<file path="src/rtl/audio_pkg.sv">
// Shared state encoding and SRAM width constants for the audio session controller.
package audio_pkg;

  localparam int ADDR_W  = 20;
  localparam int DATA_W  = 16;
  localparam int STATE_W = 3;

  typedef enum logic [STATE_W-1:0] {
    ST_IDLE       = 3'd0,
    ST_REC        = 3'd1,
    ST_REC_PAUSE  = 3'd2,
    ST_PLAY       = 3'd3,
    ST_PLAY_PAUSE = 3'd4
  } state_e;

endpackage

</file>
<file path="src/rtl/session_timer.sv">
// Elapsed-time counter: counts LRC falling edges while running, one second per
// SAMPLES_PER_SEC frames, saturating at 255 seconds.
module session_timer #(
  parameter int SAMPLES_PER_SEC = 32000
) (
  input  logic       i_clk,
  input  logic       i_rst_n,
  input  logic       i_run,
  input  logic       i_clr,
  input  logic       i_lrc,
  output logic [7:0] o_seconds
);

  localparam int CNT_W = (SAMPLES_PER_SEC > 1) ? $clog2(SAMPLES_PER_SEC) : 1;
  localparam logic [CNT_W-1:0] LAST_FRAME = CNT_W'(SAMPLES_PER_SEC - 1);

  logic [CNT_W-1:0] frame_q;
  logic             lrc_q;
  logic             lrc_fall;

  assign lrc_fall = lrc_q & ~i_lrc;

  always_ff @(posedge i_clk or negedge i_rst_n) begin
    if (!i_rst_n) begin
      frame_q   <= '0;
      o_seconds <= '0;
      lrc_q     <= 1'b0;
    end else begin
      lrc_q <= i_lrc;
      if (i_clr) begin
        frame_q   <= '0;
        o_seconds <= '0;
      end else if (i_run && lrc_fall) begin
        if (frame_q == LAST_FRAME) begin
          frame_q <= '0;
          if (o_seconds != 8'hFF) o_seconds <= o_seconds + 8'd1;
        end else begin
          frame_q <= frame_q + 1'b1;
        end
      end
    end
  end

endmodule

</file>
<file path="src/rtl/audio_session_ctrl.sv">
// Record/playback session sequencer: key handling, SRAM arbitration between
// recorder and player, end-of-take tracking and elapsed-time reporting.
//
// state         | meaning
// ST_IDLE       | no session, SRAM released
// ST_REC        | recording, recorder owns SRAM
// ST_REC_PAUSE  | recording paused, timer frozen
// ST_PLAY       | playing back the last take, player owns SRAM
// ST_PLAY_PAUSE | playback paused, timer frozen
module audio_session_ctrl
  import audio_pkg::*;
#(
  parameter int                SAMPLES_PER_SEC = 32000,
  parameter logic [ADDR_W-1:0] MAX_ADDR        = 20'hFFFFF
) (
  input  logic              i_clk,
  input  logic              i_rst_n,
  input  logic              i_key_start,
  input  logic              i_key_pause,
  input  logic              i_key_stop,
  input  logic              i_mode,
  input  logic              i_lrc,
  input  logic              i_rec_wr,
  input  logic [ADDR_W-1:0] i_rec_addr,
  input  logic [DATA_W-1:0] i_rec_data,
  input  logic              i_play_rd,
  input  logic [ADDR_W-1:0] i_play_addr,
  output logic [DATA_W-1:0] o_play_data,
  output logic              o_rec_start,
  output logic              o_rec_pause,
  output logic              o_rec_stop,
  output logic              o_play_start,
  output logic              o_play_pause,
  output logic              o_play_stop,
  output logic [ADDR_W-1:0] o_sram_addr,
  output logic              o_sram_we_n,
  output logic              o_sram_oe_n,
  output logic [DATA_W-1:0] o_sram_dq,
  output logic              o_sram_dq_oe,
  input  logic [DATA_W-1:0] i_sram_dq,
  output logic [STATE_W-1:0] o_state,
  output logic [ADDR_W-1:0] o_end_addr,
  output logic [7:0]        o_seconds
);

  state_e state_q, state_d;
  logic   rec_start_d, rec_pause_d, rec_stop_d;
  logic   play_start_d, play_pause_d, play_stop_d;
  logic   tmr_clr, rec_begin;
  logic   end_valid_q;
  logic   wr_last_q, rd_last_q;
  logic   wr_done_last, rd_done_last;
  logic   wr_go, rd_go;
  logic   tmr_run;

  // Auto-stop fires on the edge that completes the final access.
  assign wr_done_last = ~o_sram_we_n & wr_last_q;
  assign rd_done_last = ~o_sram_oe_n & rd_last_q;

  always_comb begin
    state_d      = state_q;
    rec_start_d  = 1'b0;
    rec_pause_d  = 1'b0;
    rec_stop_d   = 1'b0;
    play_start_d = 1'b0;
    play_pause_d = 1'b0;
    play_stop_d  = 1'b0;
    tmr_clr      = 1'b0;
    rec_begin    = 1'b0;
    case (state_q)
      ST_IDLE: begin
        if (i_key_start) begin
          if (!i_mode) begin
            state_d     = ST_REC;
            rec_start_d = 1'b1;
            tmr_clr     = 1'b1;
            rec_begin   = 1'b1;
          end else if (end_valid_q) begin
            state_d      = ST_PLAY;
            play_start_d = 1'b1;
            tmr_clr      = 1'b1;
          end
        end
      end
      ST_REC: begin
        if (wr_done_last || i_key_stop) begin
          state_d    = ST_IDLE;
          rec_stop_d = 1'b1;
        end else if (i_key_pause) begin
          state_d     = ST_REC_PAUSE;
          rec_pause_d = 1'b1;
        end
      end
      ST_REC_PAUSE: begin
        if (wr_done_last || i_key_stop) begin
          state_d    = ST_IDLE;
          rec_stop_d = 1'b1;
        end else if (i_key_start) begin
          state_d     = ST_REC;
          rec_start_d = 1'b1;
        end
      end
      ST_PLAY: begin
        if (rd_done_last || i_key_stop) begin
          state_d     = ST_IDLE;
          play_stop_d = 1'b1;
        end else if (i_key_pause) begin
          state_d      = ST_PLAY_PAUSE;
          play_pause_d = 1'b1;
        end
      end
      ST_PLAY_PAUSE: begin
        if (rd_done_last || i_key_stop) begin
          state_d     = ST_IDLE;
          play_stop_d = 1'b1;
        end else if (i_key_start) begin
          state_d      = ST_PLAY;
          play_start_d = 1'b1;
        end
      end
      default: state_d = ST_IDLE;
    endcase
  end

  // An access is dropped when the session ends on the same edge, so the
  // SRAM is never driven while idle.
  assign wr_go   = i_rec_wr  && (state_q == ST_REC)  && (state_d != ST_IDLE);
  assign rd_go   = i_play_rd && (state_q == ST_PLAY) && (state_d != ST_IDLE);
  assign tmr_run = (state_q == ST_REC) || (state_q == ST_PLAY);
  assign o_state = state_q;

  always_ff @(posedge i_clk or negedge i_rst_n) begin
    if (!i_rst_n) begin
      state_q      <= ST_IDLE;
      o_rec_start  <= 1'b0;
      o_rec_pause  <= 1'b0;
      o_rec_stop   <= 1'b0;
      o_play_start <= 1'b0;
      o_play_pause <= 1'b0;
      o_play_stop  <= 1'b0;
    end else begin
      state_q      <= state_d;
      o_rec_start  <= rec_start_d;
      o_rec_pause  <= rec_pause_d;
      o_rec_stop   <= rec_stop_d;
      o_play_start <= play_start_d;
      o_play_pause <= play_pause_d;
      o_play_stop  <= play_stop_d;
    end
  end

  always_ff @(posedge i_clk or negedge i_rst_n) begin
    if (!i_rst_n) begin
      o_sram_we_n  <= 1'b1;
      o_sram_oe_n  <= 1'b1;
      o_sram_dq_oe <= 1'b0;
      o_sram_addr  <= '0;
      o_sram_dq    <= '0;
      o_play_data  <= '0;
      wr_last_q    <= 1'b0;
      rd_last_q    <= 1'b0;
    end else begin
      o_sram_we_n  <= ~wr_go;
      o_sram_dq_oe <= wr_go;
      o_sram_oe_n  <= ~rd_go;
      wr_last_q    <= wr_go && (i_rec_addr == MAX_ADDR);
      rd_last_q    <= rd_go && (i_play_addr == o_end_addr);
      if (wr_go) begin
        o_sram_addr <= i_rec_addr;
        o_sram_dq   <= i_rec_data;
      end else if (rd_go) begin
        o_sram_addr <= i_play_addr;
      end
      if (!o_sram_oe_n) o_play_data <= i_sram_dq;
    end
  end

  // A new take invalidates the previous one; the end address otherwise
  // survives idle so the last take can be replayed.
  always_ff @(posedge i_clk or negedge i_rst_n) begin
    if (!i_rst_n) begin
      o_end_addr  <= '0;
      end_valid_q <= 1'b0;
    end else if (rec_begin) begin
      o_end_addr  <= '0;
      end_valid_q <= 1'b0;
    end else if (wr_go) begin
      o_end_addr  <= i_rec_addr;
      end_valid_q <= 1'b1;
    end
  end

  session_timer #(
    .SAMPLES_PER_SEC(SAMPLES_PER_SEC)
  ) u_timer (
    .i_clk    (i_clk),
    .i_rst_n  (i_rst_n),
    .i_run    (tmr_run),
    .i_clr    (tmr_clr),
    .i_lrc    (i_lrc),
    .o_seconds(o_seconds)
  );

endmodule

</file>
<file path="config.mk">
export PLATFORM = sky130hd
export DESIGN_NAME = audio_session_ctrl
export DESIGN_NICKNAME = d
export VERILOG_FILES = /design/src/rtl/audio_pkg.sv /design/src/rtl/session_timer.sv /design/src/rtl/audio_session_ctrl.sv
export SDC_FILE = /design/constraint.sdc
export NUM_CORES = 1
export LEC_CHECK = 0
export ABC_AREA = 1
export BUFFER_PORTS_ARGS = -buffer_cell sky130_fd_sc_hd__buf_4
export CORE_ASPECT_RATIO = 1.1
export CORE_MARGIN = 3
export CORE_UTILIZATION = 55
export CTS_BUF_LIST = sky130_fd_sc_hd__clkbuf_16
export CTS_CLUSTER_SIZE = 8
export DETAILED_ROUTE_END_ITERATION = 7
export PLACE_DENSITY = 0.87
export SETUP_SLACK_MARGIN = 0.05
export SLEW_MARGIN = 0
export SYNTH_ARGS = -nofsm -noshare
export SYNTH_HDL_FRONTEND = slang
export SYNTH_SLANG_ARGS = --single-unit
</file>
<file path="constraint.sdc">
create_clock -name i_clk -period 5.1 [get_ports i_clk]
set_clock_uncertainty 0.2 [all_clocks]
set_input_delay 1.02 -clock i_clk [delete_from_list [all_inputs] [get_ports i_clk]]
set_output_delay 1.02 -clock i_clk [all_outputs]
set_load 0.005 [all_outputs]
</file>
; Word-level counts from Yosys, hierarchy flattened
; Index checks and enable logic that the tools add are counted.
[totals]
regBits = 111
latchBits = 0
mem_bits_rw = 0
mem_bits_ro = 0
in_bits = 81
output_inout_bits = 92
elab_cells = 106
mem_count = 0
[op_classes]
n_addsub = 2
n_mul = 0
div = 0
n_lt_le_gt_ge = 0
n_eq_ne = 8
shifts = 0
muxes = 48
bitwise_logic = 8
reduce_logical = 20
[op_table]
columns = operator, n
row1 = 20-bit 2-to-1 mux, 4
row2 = 15-bit 2-to-1 mux, 3
row3 = 3-bit 2-to-1 mux, 11
row4 = 8-bit 2-to-1 mux, 4
row5 = 1-bit 2-to-1 mux, 23
row6 = 20-bit equality test, 1
row7 = 20-bit equality test (second input constant), 1
row8 = 15-bit by 1-bit adder with 15-bit output (second input constant), 1
row9 = 15-bit equality test (second input constant), 1
row10 = 3-bit case mux with 5 select lines, 1
row11 = 2-bit nonzero test, 5
row12 = 8-bit by 1-bit adder with 8-bit output (second input constant), 1
row13 = 8-bit inequality test (second input constant), 1
row14 = 1-bit logical AND, 7
row15 = 3-bit by 2-bit equality test with 1-bit output (second input constant), 2
row16 = 1-bit NOT, 5
row17 = 1-bit case mux with 2 select lines, 2
row18 = 2-bit OR reduction, 2
row19 = 1-bit AND, 3
row20 = 3-bit by 1-bit equality test with 1-bit output (second input constant), 1
row21 = 3-bit equality test (second input constant), 1
row22 = 3-bit zero test, 1
row23 = 1-bit logical OR, 3
row24 = 3-bit AND reduction, 1
row25 = 3-bit nonzero test, 1

; Logic depth before layout (Yosys ltp)
[logic_depth]
word_depth = 9
mapped_depth = 13
mapped_depth_nobuf = 12

; By module
; From an unflattened synthesis, not the netlist that was laid out.
[unflattened]
cells_unflattened = 697
hier_area_um2 = 5542.8
[modules_own_cells]
columns = mod, n_inst, cells_per_inst, area_each_um2, seq_area_each_um2
row1 = audio_session_ctrl, 1, 485, 4017.6, 2179.6
row2 = session_timer, 1, 212, 1525.2, 600.6

; Worst setup path before layout
; Ideal clock, no wire load.
[synth_path]
path_kind = input to register
from = in i_key_start
to = reg o_end_addr[16]
setup_ns = 0.066
arrival_time_ns = 2.147
t_required_ns = 4.834
slack_ns = 2.687
path_stages = 11
path_buffers = 2
path_cell_list = inv_1 a21oi_1 nand2_1 nand3_1 nor2_1 nand3_2 nand2_2 buf_6 buf_6 nand3_1 nand2_1
[synth_via]
elab_chain_len = 6
elab_cells_between_ends = 12
classes_between = mux (9) / reduce/logical (3)
[synth_lines]
columns = item, line
row1 = "start, declared", audio_session_ctrl.sv:18  ; input logic i_key_start,
row2 = "3-bit 2-to-1 mux, on equally long branches", "audio_session_ctrl.sv:116, audio_session_ctrl.sv:98"
row3 = "3-bit 2-to-1 mux, on equally long branches", "audio_session_ctrl.sv:113, audio_session_ctrl.sv:95"
row4 = 3-bit case mux with 5 select lines, audio_session_ctrl.sv:70  ; case (state_q)
row5 = 3-bit nonzero test, audio_session_ctrl.sv:127  ; assign wr_go = i_rec_wr && (state_q == ST_REC) && (state_d != ST_IDLE);
row6 = 1-bit logical AND, audio_session_ctrl.sv:127
row7 = 2-bit nonzero test (no line), --
row8 = "end signal, assigned", audio_session_ctrl.sv:188  ; o_end_addr <= i_rec_addr;
row9 = "end, declared", audio_session_ctrl.sv:42  ; output logic [ADDR_W-1:0] o_end_addr,
; Several ways; a longest one is shown, not always the timed one.
; A chain may end at the register's enable or synchronous reset.

; Worst setup path after layout
[layout_path]
from = in i_key_start
to = reg o_sram_dq[14]
[layout_via]
elab_chain_len = 5
elab_cells_between_ends = 8
classes_between = mux (6) / reduce/logical (2)
[layout_lines]
columns = item, line
row1 = "3-bit 2-to-1 mux, on equally long branches", "audio_session_ctrl.sv:116, audio_session_ctrl.sv:98"
row2 = "3-bit 2-to-1 mux, on equally long branches", "audio_session_ctrl.sv:113, audio_session_ctrl.sv:95"
row3 = 3-bit case mux with 5 select lines *, audio_session_ctrl.sv:70
row4 = 3-bit nonzero test *, audio_session_ctrl.sv:127
row5 = 1-bit logical AND *, audio_session_ctrl.sv:127
row6 = "end signal, assigned", audio_session_ctrl.sv:170  ; o_sram_dq <= i_rec_data;
row7 = "end, declared", audio_session_ctrl.sv:38  ; output logic [DATA_W-1:0] o_sram_dq,
; Every way passes the cells marked *; elsewhere a longest branch is shown, timed or not.

==> impl_metrics.csv <==
group,metric,value,unit
clocking,cts.hold.buffers_added,0,
run_status,outcome,"finished, final reports clean",
setup_path,startpoint_type,"input port",
setup_path,critical_path_arrival,3.41,ns
synthesis,yosys_warnings,0,
clocking,cts_setup_buffers,0,
clocking,htree_levels,3,
synthesis,syn_area_per_cell,8.130,sq um
final_layout,final_layout_size_suffix_gt1_share,25.40,%
sta,fin_crit,3.370,ns
detailed_routing,dr_total_vias,5048,
floorplan,die_w,99.39,microns
power_and_ir_drop,total_leakage_power,0.003770,uW
clocking,cts-root-buf,"clkbuf_16",
placement,place_hpwl,10900,microns
synthesis,synth_top_flop_cell,"dfrtp_1",
setup_path,crit_family,"simple AND/OR/NAND/NOR gates",
placement,placed_area,0.006605,sq mm
min_path,min_path_type,"reg2reg",
synthesis,syn_area,0.005276,sq mm
global_routing,grt_first_pass_wirelength,23890,microns
sta,hold_violations,0,
clocking,ctsResizeCount,0,
global_routing,grt_max_degree,82,
setup_path,worstPathRequired,5.14,ns
synthesis,synth_sequential_area_ratio,52.69,%
detailed_routing,dr.pass1.iters,5,
synthesis,synth_cells,649,
synthesis,syn-num-nets,732,
setup_path,cp_max_fo,39,
sta,maxSlewViolCount,0,
final_layout,layout.nets,894,
run,cap_violations,0,
final_layout,final_cell_mix,"nand2_1 (213), buf_4 (176), dfrtp_1 (109)",
clocking,clock_latency,0.35,ns
floorplan,rows,36,
floorplan,pin_count,173,
final_layout,final_common_cell,"nand2_1",
clocking,cts_buffer_depth,2,
placement,gp_congestion,0.8801,
floorplan,core,0.009099,sq mm
synthesis,async_flop_share,100.0,%
final_layout,diodes,0,
power_and_ir_drop,ir_drop,0.3205,mV
setup_path,slowest_stage,"nand2_2",
detailed_routing,drc,0,
setup_path,cpPeakStageDelay,0.71,ns
sta,fin_tns_setup,0,ns
power_and_ir_drop,power,3404,uW
clocking,cts_tree,"built",
sta,setup_viol_count_final,0,
setup_path,cpMostUsedCell,"nand2_1",
final_layout,fin_area,0.006860,sq mm
floorplan,die-area,0.01081,sq mm
sta,worstMarginPinSlew,0.9886,ns
global_routing,grt-ovfl-total,0,
sta,fin_crit_sh,66.07,%
detailed_routing,drt-initial-drc-count,391,
final_layout,fin_util,75.40,%
detailed_routing,wl,14650,microns
sta,slew_headroom,34.09,%
detailed_routing,avgViaCountPerCell,5.434,
sta,setup_ws,1.730,ns
floorplan,start_util,57.99,%
sta,timing.fmax,0.2968,GHz
synthesis,ys_ff_latch,111,
clocking,cts_buffers,9,
detailed_routing,post_drt_wl_per_cell,15.77,microns
setup_path,cp-end-kind,"flip-flop",
power_and_ir_drop,powerDensity,496.1,mW/mm^2
detailed_routing,ant_nets,0,
clocking,clock_sinks,111,
floorplan,die_h,108.7,microns
setup_path,cp_cell_sequence,"buf_4, inv_1, a21oi_1, nand2_1, nand3_1, nor2_1, nand3_2, nand2_2, inv_2, nand2_1, nand2_1",
placement,dp_worst_setup_slack,1.394,ns
global_routing,antenna_found_initial,0,
final_layout,area_delta_synth_final,30.02,%
synthesis,synth_edf_count,0,
global_routing,grt.total_usage,27.66,%
setup_path,cp_num_buf_inv,3,
global_routing,grt_pass1_vias,4995,
sta,rsz0062_at_grt,"no",
clocking,clk_pin_slew_worst_paths,0.07,ns
setup_path,critPathKind,"in2reg",
synthesis,synth_cell_types,32,
placement,io_buffers,172,
==> state kept, by name (all words and copies together), names as in the netlist <==
signal / flops
end_valid_q: 1
o_end_addr: 20
o_play_data: 16
o_play_pause: 1
o_play_start: 1
o_play_stop: 1
o_rec_pause: 1
o_rec_start: 1
o_rec_stop: 1
o_sram_addr: 20
o_sram_dq: 16
o_sram_dq_oe: 1
o_sram_oe_n: 1
o_sram_we_n: 1
o_state: 3
rd_last_q: 1
u_timer.frame_q: 15
u_timer.lrc_q: 1
u_timer.o_seconds: 8
wr_last_q: 1
==> report_power, final <==
group	total [uW]	internal, uW	switching, uW
combinational	1300	639	659
sequential	1470	1200	268
clock	634	323	311
==> logic make-up (layout without fill, tap and decap cells) <==
| kind of cell | count (synthesis) | count (layout) | synth area share [%] |
|---|---|---|---|
| xor+xnor | 26 | 26 | 4.316 |
| fa+ha+maj | 2 | 2 | 0.4742 |
| compound gates | 28 | 28 | 3.059 |
| buf+inv | 81 | 247 | 6.734 |
| simple gates | 401 | 401 | 32.72 |
| flops | 111 | 111 | 52.69 |
==> cell type report <==
cell class                 count  area, sq um
timing repair buffer         176         1321
inverter                      56        212.7
fill                         655         2238
multi-input combinational    457         2148
clock buffer                   9        225.2
tap                          114        142.6
clock inverter                 6        30.03
sequential                   111         2780
==> Yosys cell counts (2+ instances only) <==
cell type	instances	area share, %
nand2_1	213	15
dfrtp_1	109	52
nand3_1	97	9.2
nor2_1	54	3.8
inv_1	52	3.7
xor2_1	14	2.3
a21oi_1	13	1.2
nand4_1	13	1.5
xnor2_1	12	2.0
buf_2	9	0.85
clkbuf_1	9	0.64
nor3_1	8	0.76
o21ai_0	8	0.76
nor4_1	5	0.59
buf_6	4	0.85
inv_2	3	0.21
or2_2	3	0.36
a211oi_1	2	0.28
buf_4	2	0.28
dfstp_2	2	1.0
ha_1	2	0.47
nand2_2	2	0.24
nor2_2	2	0.24
nor2_4	2	0.43
o21ai_1	2	0.19
==> final timing paths <==
check | endpoint | slack (ns) | from | cells past startpoint
setup / recovery | o_sram_dq[14] | 1.73 | i_key_start | 11
hold / removal | o_sram_dq[11] | 0.28 | o_sram_dq[11] | 2
setup reg to reg | o_sram_dq[14] | 1.84 | o_state[2] | 9
hold reg to reg | o_sram_dq[11] | 0.28 | o_sram_dq[11] | 2
max in group asynchronous | o_rec_pause | 3.11 | i_rst_n | 2
min in group asynchronous | o_sram_dq_oe | 0.63 | i_rst_n | 1
==> metal layers <==
layer	part of all wire [%]	GRT usage, %	vias to the layer above
met2	51	47.60	210
met3	7.0	6.014	31
met1	39	34.22	2421
met5	0	0	-
met4	2.7	10.54	0
li1	-	-	2386
==> worst min-delay path: stages, from the launching register on <==
cell and delay, ns:
dfrtp_1 0.35, nand2_1 0.05, nand2_1 0.05
==> metrics by stage <==
step	hold WS [ns]	std cells
after floorplan	0.2697	649
after global placement	0.2636	914
after detailed placement	0.2681	914
after CTS	0.2867	929
after global routing	0.3065	929
final	0.2831	929
(Power assumes the default switching activity.)
